File: src/rtl/pwm_ramp_sequencer_if.sv
// Config handshake between system control logic and pwm_ramp_sequencer.
interface pwm_ramp_sequencer_if #(
    parameter int unsigned WIDTH = 5
);
    logic             cfg_valid;
    logic             cfg_ready;
    logic [WIDTH-1:0] cfg_target;
    logic [WIDTH-1:0] cfg_step;

    modport master (output cfg_valid, output cfg_target, output cfg_step, input  cfg_ready);
    modport slave  (input  cfg_valid, input  cfg_target, input  cfg_step, output cfg_ready);
endinterface

File: src/rtl/pwm_ramp_sequencer.sv
// Ramps a PWM generator's duty toward a configured target, stepping only at period boundaries.
// Optional watchdog fault state is compiled in with `define PWM_SEQ_WATCHDOG_EN.
module pwm_ramp_sequencer #(
    parameter int unsigned WIDTH       = 5,
    parameter int unsigned STEP_DIV    = 4,
    parameter int unsigned WDOG_CYCLES = 64
) (
    input  logic             clock,
    input  logic             reset,
    pwm_ramp_sequencer_if.slave cfg,
    input  logic             start,
    input  logic             stop,
    input  logic             period_done,
    output logic             pwm_enable,
    output logic [WIDTH-1:0] duty,
    output logic             busy,
    output logic             at_target,
    output logic             fault
);
    typedef enum logic [2:0] {
        S_IDLE,
        S_RAMP,
        S_HOLD,
        S_STOPPING
`ifdef PWM_SEQ_WATCHDOG_EN
        , S_FAULT
`endif
    } state_t;

    state_t           state_q, state_d;
    logic [WIDTH-1:0] duty_q, duty_d;
    logic [WIDTH-1:0] target_q, target_d;
    logic [WIDTH-1:0] step_q, step_d;
    logic [7:0]       pcnt_q, pcnt_d;

    logic             accept;
    logic             cfg_ready_w;
    logic [WIDTH-1:0] goal;
    logic [WIDTH-1:0] eff_target;
    logic [WIDTH:0]   up_sum;
    logic [WIDTH:0]   dn_diff;
    logic [WIDTH-1:0] stepped;

    assign cfg_ready_w   = ((state_q == S_IDLE) || (state_q == S_HOLD)) && !stop;
    assign cfg.cfg_ready = cfg_ready_w;
    assign accept        = cfg.cfg_valid && cfg_ready_w;

    assign pwm_enable = (state_q == S_RAMP) || (state_q == S_HOLD) || (state_q == S_STOPPING);
    assign busy       = (state_q == S_RAMP) || (state_q == S_STOPPING);
    assign at_target  = (state_q == S_HOLD);
    assign duty       = duty_q;

    // Extra carry/borrow bit lets the clamp catch overshoot without wrapping.
    assign goal    = (state_q == S_STOPPING) ? '0 : target_q;
    assign up_sum  = {1'b0, duty_q} + {1'b0, step_q};
    assign dn_diff = {1'b0, duty_q} - {1'b0, step_q};
    always_comb begin
        stepped = goal;
        if (duty_q < goal) begin
            if (up_sum < {1'b0, goal}) stepped = up_sum[WIDTH-1:0];
        end else if (duty_q > goal) begin
            if (!dn_diff[WIDTH] && (dn_diff > {1'b0, goal})) stepped = dn_diff[WIDTH-1:0];
        end
    end

    assign eff_target = accept ? cfg.cfg_target : target_q;

`ifdef PWM_SEQ_WATCHDOG_EN
    localparam int unsigned WDW = $clog2(WDOG_CYCLES + 1);
    logic [WDW-1:0] wdog_q, wdog_d;
    logic           wdog_trip;

    always_comb begin
        wdog_d    = '0;
        wdog_trip = 1'b0;
        if (pwm_enable && !period_done) begin
            wdog_d    = wdog_q + 1'b1;
            wdog_trip = (wdog_q == WDW'(WDOG_CYCLES - 1));
        end
    end

    always_ff @(posedge clock or posedge reset) begin
        if (reset) wdog_q <= '0;
        else       wdog_q <= wdog_d;
    end

    assign fault = (state_q == S_FAULT);
`else
    assign fault = 1'b0;
`endif

    always_comb begin
        state_d  = state_q;
        duty_d   = duty_q;
        target_d = target_q;
        step_d   = step_q;
        pcnt_d   = pcnt_q;

        if (accept) begin
            target_d = cfg.cfg_target;
            step_d   = (cfg.cfg_step == '0) ? WIDTH'(1) : cfg.cfg_step;
        end

        case (state_q)
            S_IDLE: begin
                duty_d = '0;
                if (start) begin
                    pcnt_d  = '0;
                    state_d = (eff_target == '0) ? S_HOLD : S_RAMP;
                end
            end
            S_HOLD: begin
                if (stop) begin
                    state_d = (duty_q == '0) ? S_IDLE : S_STOPPING;
                end else if (accept && (cfg.cfg_target != duty_q)) begin
                    state_d = S_RAMP;
                end
            end
            S_RAMP, S_STOPPING: begin
                if (period_done) begin
                    if (pcnt_q == 8'(STEP_DIV - 1)) begin
                        duty_d = stepped;
                        pcnt_d = '0;
                        if (stepped == goal)
                            state_d = (state_q == S_STOPPING) ? S_IDLE : S_HOLD;
                    end else begin
                        pcnt_d = pcnt_q + 8'd1;
                    end
                end
                if ((state_q == S_RAMP) && stop) begin
                    state_d = (duty_q == '0) ? S_IDLE : S_STOPPING;
                    if (duty_q == '0) duty_d = '0;
                end
            end
            default: begin
                duty_d = '0;
            end
        endcase

`ifdef PWM_SEQ_WATCHDOG_EN
        if (wdog_trip) begin
            state_d = S_FAULT;
            duty_d  = '0;
        end
`endif
    end

    always_ff @(posedge clock or posedge reset) begin
        if (reset) begin
            state_q  <= S_IDLE;
            duty_q   <= '0;
            target_q <= '0;
            step_q   <= WIDTH'(1);
            pcnt_q   <= '0;
        end else begin
            state_q  <= state_d;
            duty_q   <= duty_d;
            target_q <= target_d;
            step_q   <= step_d;
            pcnt_q   <= pcnt_d;
        end
    end
endmodule
File: src/flat_wrapper.sv
// flat-port wrapper written by rule: the top's interface ports become plain ports
module pwm_ramp_sequencer_flat 
#(
    parameter int unsigned WIDTH       = 5,
    parameter int unsigned STEP_DIV    = 4,
    parameter int unsigned WDOG_CYCLES = 64
)
  (clock, reset, start, stop, period_done, pwm_enable, duty, busy, at_target, fault, cfg_cfg_valid, cfg_cfg_target, cfg_cfg_step, cfg_cfg_ready);
  pwm_ramp_sequencer_if #(.WIDTH(WIDTH)) cfg_i ();
  input  logic clock;
  input  logic reset;
  input  logic start;
  input  logic stop;
  input  logic period_done;
  output logic pwm_enable;
  output logic [WIDTH-1:0] duty;
  output logic busy;
  output logic at_target;
  output logic fault;
  input wire logic [$bits(cfg_i.cfg_valid)-1:0] cfg_cfg_valid;
  input wire logic [$bits(cfg_i.cfg_target)-1:0] cfg_cfg_target;
  input wire logic [$bits(cfg_i.cfg_step)-1:0] cfg_cfg_step;
  output wire logic [$bits(cfg_i.cfg_ready)-1:0] cfg_cfg_ready;
  assign cfg_i.cfg_valid = cfg_cfg_valid;
  assign cfg_i.cfg_target = cfg_cfg_target;
  assign cfg_i.cfg_step = cfg_cfg_step;
  assign cfg_cfg_ready = cfg_i.cfg_ready;
  pwm_ramp_sequencer #(.WIDTH(WIDTH), .STEP_DIV(STEP_DIV), .WDOG_CYCLES(WDOG_CYCLES)) u_core (.clock(clock), .reset(reset), .cfg(cfg_i), .start(start), .stop(stop), .period_done(period_done), .pwm_enable(pwm_enable), .duty(duty), .busy(busy), .at_target(at_target), .fault(fault));
endmodule
File: config.mk
export PLATFORM = sky130hd
export DESIGN_NAME = pwm_ramp_sequencer_flat
export DESIGN_NICKNAME = d
export VERILOG_FILES = /design/src/rtl/pwm_ramp_sequencer_if.sv /design/src/rtl/pwm_ramp_sequencer.sv /design/src/flat_wrapper.sv
export SDC_FILE = /design/constraint.sdc
export NUM_CORES = 1
export LEC_CHECK = 0
export BUFFER_PORTS_ARGS = -buffer_cell sky130_fd_sc_hd__buf_2
export CAP_MARGIN = 10
export CORE_MARGIN = 5
export CORE_UTILIZATION = 55
export DETAILED_ROUTE_END_ITERATION = 6
export GPL_TIMING_DRIVEN = 0
export PLACE_DENSITY = 0.75
export SLEW_MARGIN = 20
export SYNTH_ARGS = -nofsm -noshare
export SYNTH_HDL_FRONTEND = slang
export SYNTH_SLANG_ARGS = --single-unit
export TNS_END_PERCENT = 5
File: constraint.sdc
create_clock -name clock -period 3.35 [get_ports clock]
set_input_delay 0.335 -clock clock [delete_from_list [all_inputs] [get_ports clock]]
set_output_delay 0.335 -clock clock [all_outputs]
set_load 0.02 [all_outputs]
==> Yosys cells after proc, flatten, opt, wreduce, memory -nomap -nowiden <==
Cells that the tools add are included.
{ "totals": {"elab_cells": 71, "out_inout_bits": 10, "register_bits": 26, "in_bits": 16} }
{ "classes": {"addsub": 3, "n_reduce_logical": 20, "order_cmp": 4, "eq_ne": 12, "n_mux": 27} }
{ "op_table": {"columns": ["cell", "n"], "rows": [
  ["5-bit 2-to-1 mux", 11],
  ["8-bit 2-to-1 mux", 3],
  ["3-bit 2-to-1 mux", 7],
  ["8-bit case mux with 2 select lines", 1],
  ["5-bit zero test", 3],
  ["5-bit case mux with 2 select lines", 1],
  ["3-bit case mux with 3 select lines", 1],
  ["8-bit by 1-bit adder with 8-bit output, second input constant", 1],
  ["8-bit by 2-bit equality test with 1-bit output, second input constant", 1],
  ["5-bit by 5-bit adder with 6-bit output", 1],
  ["3-bit by 2-bit equality test with 1-bit output, second input constant", 2],
  ["6-bit by 5-bit greater-than comparator with 1-bit output", 1],
  ["6-bit by 5-bit less-than comparator with 1-bit output", 1],
  ["2-bit 2-to-1 mux", 3],
  ["3-bit by 1-bit != test with 1-bit output, second input constant", 2],
  ["3-bit by 2-bit != test with 1-bit output, second input constant", 2],
  ["6-bit AND reduction", 1],
  ["5-bit by 5-bit subtractor with 6-bit output", 1],
  ["5-bit equality test", 1],
  ["5-bit greater-than comparator", 1],
  ["1-bit logical AND", 5],
  ["5-bit less-than comparator", 1],
  ["5-bit != test", 1],
  ["1-bit logical OR", 4],
  ["8 further kinds", 10]
]} }

==> Logic depth before layout (Yosys ltp) <==
{ "depth": {"depth_word": 13, "mapped_depth": 15, "depth_no_buf": 15} }

==> Worst setup path before layout <==
Ideal clock, no wire load.
{ "synth_path": {"path_type": "reg2reg", "start": "reg u_core.duty_q[0], in the netlist u_core.duty[0]", "end": "reg u_core.duty_q[2], in the netlist u_core.duty[2]", "n_path_buf": 0, "setup_ps": 121, "t_required_ps": 3229, "path_stages_with_launch": 15, "period_less_slack_ps": 3247, "setup_slack_ps": 103, "t_arrival_ps": 3126, "path_cell_list": "dfrtp_1 > inv_1 > ha_1 > fa_1 > nor2b_1 > o21a_1 > nor2_1 > xnor2_1 > ha_1 > and3_1 > and3_1 > a211oi_1 > o21ai_1 > a211o_1 > a22o_1"} }
{ "synth_between": {"elab_chain_len": 11, "elab_cells_between_ends": 18, "classes_between": "add/sub (2); order compare (4); mux (9); reduce/logical (3)"} }
{ "synth_rtl": {"columns": ["element", "line_no", "source"], "rows": [
  ["from (decl)", "pwm_ramp_sequencer.sv:31", "logic [WIDTH-1:0] duty_q, duty_d;"],
  ["from (signal assigned)", "pwm_ramp_sequencer.sv:157", "duty_q <= duty_d;"],
  ["5-bit by 5-bit subtractor with 6-bit output", "pwm_ramp_sequencer.sv:56", "assign dn_diff = {1'b0, duty_q} - {1'b0, step_q};"],
  ["6-bit by 5-bit greater-than comparator with 1-bit output / 1-bit zero test (equally long branches)", "pwm_ramp_sequencer.sv:62", "if (!dn_diff[WIDTH] && (dn_diff > {1'b0, goal})) stepped = dn_diff[WIDTH-1:0];"],
  ["1-bit logical AND", "pwm_ramp_sequencer.sv:62", null],
  ["5-bit 2-to-1 mux", "pwm_ramp_sequencer.sv:62", null],
  ["5-bit 2-to-1 mux", "pwm_ramp_sequencer.sv:61", "end else if (duty_q > goal) begin"],
  ["5-bit 2-to-1 mux", "pwm_ramp_sequencer.sv:59", "if (duty_q < goal) begin"],
  ["5-bit 2-to-1 mux", "pwm_ramp_sequencer.sv:121", "if (pcnt_q == 8'(STEP_DIV - 1)) begin"],
  ["5-bit 2-to-1 mux", "pwm_ramp_sequencer.sv:120", "if (period_done) begin"],
  ["5-bit 2-to-1 mux", "pwm_ramp_sequencer.sv:132", "if (duty_q == '0) duty_d = '0;"],
  ["5-bit 2-to-1 mux *", "pwm_ramp_sequencer.sv:130", "if ((state_q == S_RAMP) && stop) begin"],
  ["5-bit case mux with 2 select lines *", "pwm_ramp_sequencer.sv:104", "case (state_q)"]
]} }
Mark *: on every way between the ends. The rest lies on a longest branch, timed or not.
A chain may end at the register's enable or synchronous reset.

==> Worst setup path in the final report <==
{ "layout_path": {"start": "reg u_core.duty_q[0], in the netlist u_core.duty[0]", "end": "reg u_core.duty_q[0], in the netlist u_core.duty[0]"} }
The elaborated chain is that of the path after synthesis.

==> metrics.yaml <==
layout_common_cells: "buf_2 (26), nand2_1 (25), nor2_1 (23), ha_1 (23), dfrtp_1 (21)"
r2r_start: "u_core.duty[0]$_DFFE_PP0N_"
slew_viol_final: 0
drive_gt1_frac: 0.244
skew_ns: 0.00875
fill_cells: 369
nNetsFinal: 359
dr_total_vias: 2178
clk_latency_ns: 0.27
yosysSeqAreaShare: 0.261
syn-num-nets: 320
overflow: 0
hold_viol: 0
row_count: 24
ant_nets: 0
cap_violations: 0
wl_per_cell_um: 16.1
io_pins: 26
ys.warnings.count: 0
min_period_over_period: 0.989
firstDrtPassIters: 4
crit_arrival_ns: 3.51
grt_pass1_vias: 2076
cts_tree: "yes"
hold_buffers: 0
hp-class: "in -> async"
tightest_slew_ns: 0.957
fin_crit_ns: 3.31
synth_edf_count: 0
critical_path_peak_fanout: 4
async_reset_ff_frac: 1.00
fmax_mhz: 302
die_y_um: 76.0
rsz0062_at_grt: "yes"
regToRegSetupSlack_ns: 0.04
mostFrequentLayoutCell: "buf_2"
die_area_um2: 5780
antenna_found_initial: 0
synth.avg_cell_area_um2: 8.66
clkTransAtPathRegs_ns: 0.09
worstSetupPathType: "reg -> reg"
area_growth_pct: 15.3
drt_wl_total_um: 5900
synthesis.area_um2: 2400
cts_buffers: 3
fin_util: 0.644
r2r_end: "u_core.duty[0]$_DFFE_PP0N_"
post-dp-hpwl_um: 4350
core_um2: 4290
antenna_cells: 0
cp-start-kind: "register"
numPortBuffers: 23
grt_max_degree: 26
grtUsageTotal: 0.197
fp.dieW_um: 76.0
reg2reg_depth: 16
gp_congestion: 0.890
slew_headroom: 0.361
synthCells: 277
cts_sinks: 25
root_buffer: "clkbuf_8"
drt_iter0_markers: 150
endpoint_kind: "register"
ys_types: 65
status: "finished clean"
cts-htree-levels: 1
start_util: 0.559
synth_seq_cells: 25
route.detailed.drc: 0
cp.required_ns: 3.55
cts_max_path_buffers: 2
synth-main-ff-cell: "dfrtp_1"
via_per_inst: 5.93
setup_viol: 0
grt_pass1_wl_um: 9610
-- metal layers --
metal	track usage	share of wire
met5	0	0
met4	0.0320	0.021
met3	0.0366	0.056
met2	0.336	0.48
met1	0.263	0.44
-- repair_timing --
item,in CTS,in global routing
gates resized for setup,7,9
setup endpoints to repair,7,7
pin swaps,6,10
setup buffers,5,7
-- state kept, by name, indices dropped and copies added, names as in the netlist --
| signal | flops |
|---|---|
| u_core.duty | 5 |
| u_core.step_q | 5 |
| u_core.state_q | 2 |
| u_core.target_q | 5 |
| u_core.pcnt_q | 8 |
-- final cells by class --
type,instances,area (um^2),area share
repair buffers,35,205,0.0742
inverters,19,71.3,0.0258
multi-input cells,222,1700,0.613
plain buffers,10,52.6,0.0190
clock buffers,4,45.0,0.0163
well taps,52,65.1,0.0235
flip-flops and latches,25,631,0.228
-- worst max-delay path by stage --
stage / startpoint / end / slack, ns
after CTS: u_core.duty[0]$_DFFE_PP0N_ / u_core.state_q[1]$_DFFE_PP0P_ / 0.009
after detailed placement: u_core.duty[0]$_DFFE_PP0N_ / u_core.state_q[1]$_DFFE_PP0P_ / -0.49
after global placement: u_core.duty[0]$_DFFE_PP0N_ / u_core.state_q[1]$_DFFE_PP0P_ / -0.43
final: u_core.duty[0]$_DFFE_PP0N_ / u_core.duty[0]$_DFFE_PP0N_ / 0.04
after floorplan: u_core.duty[0]$_DFFE_PP0N_ / u_core.duty[2]$_DFFE_PP0N_ / 0.10
after global routing: u_core.duty[0]$_DFFE_PP0N_ / u_core.duty[0]$_DFFE_PP0N_ / -0.08
-- critical path, cell delays in order, from the launching register on --
cell and delay, ns:
dfrtp_2 0.40, inv_2 0.06, ha_2 0.19, fa_2 0.34, nor2b_1 0.13, o21a_1 0.16
nor2_2 0.06, xnor2_2 0.21, ha_1 0.29, and3_4 0.18, and3_1 0.18, a211oi_2 0.29
o211ai_1 0.22, buf_4 0.19, a21oi_1 0.12, a31oi_1 0.06, o21ai_1 0.15
-- stage by stage --
stage                     setup TNS [ns]  instance area, um^2  setup slack, ns  hold slack [ns]  std cells
after floorplan                        0                 2400            0.103            0.362        277
after global placement             -2.08                 2580           -0.434            0.490        352
after detailed placement           -2.48                 2580           -0.487            0.497        352
after CTS                              0                 2680          0.00879            0.287        361
after global routing              -0.290                 2770          -0.0828            0.300        367
final                                  0                 2770           0.0375            0.272        367
-- synthesized netlist by cell type, types with 2 or more instances --
master    instances  area (um^2)
a21bo_2           2         20.0
a21o_1            2         15.0
a21oi_1          15         75.1
a22o_1            3         26.3
a311oi_1          2         17.5
a31oi_1           3         18.8
and3_1            4         25.0
buf_2             4         20.0
clkbuf_1          4         15.0
dfrtp_1          24          601
fa_1              2         40.0
ha_1             25          313
inv_1            18         67.6
mux2_2            4         45.0
mux2i_1           4         40.0
nand2_1          26         97.6
nand2b_1          3         18.8
nand3_1          10         50.1
nand4_1           3         18.8
nor2_1           24         90.1
nor2b_1           3         18.8
nor3_1            3         15.0
nor3b_1           3         22.5
nor4_1            3         18.8
o21a_1            5         37.5
o21ai_0          10         50.1
o21ai_1           5         25.0
o21bai_1          2         15.0
o22ai_1           2         12.5
o31ai_1           2         15.0
xnor2_1          12          105
xor2_1           12          105
-- logic make-up after synthesis --
kind of cell | Yosys count | share of synthesized area
XOR/XNOR | 26 | 0.101
AO/OA/AOI/OAI | 67 | 0.196
multiplexers | 9 | 0.0402
flip-flops | 25 | 0.261
other | 1 | 0.00156
adder cells (fa/ha/maj) | 27 | 0.147
AND/OR/NAND/NOR | 92 | 0.199
buffers and inverters | 30 | 0.0537
Power is not shown: default switching activity piles up to over one toggle a cycle in this logic, so the estimate is an artifact.
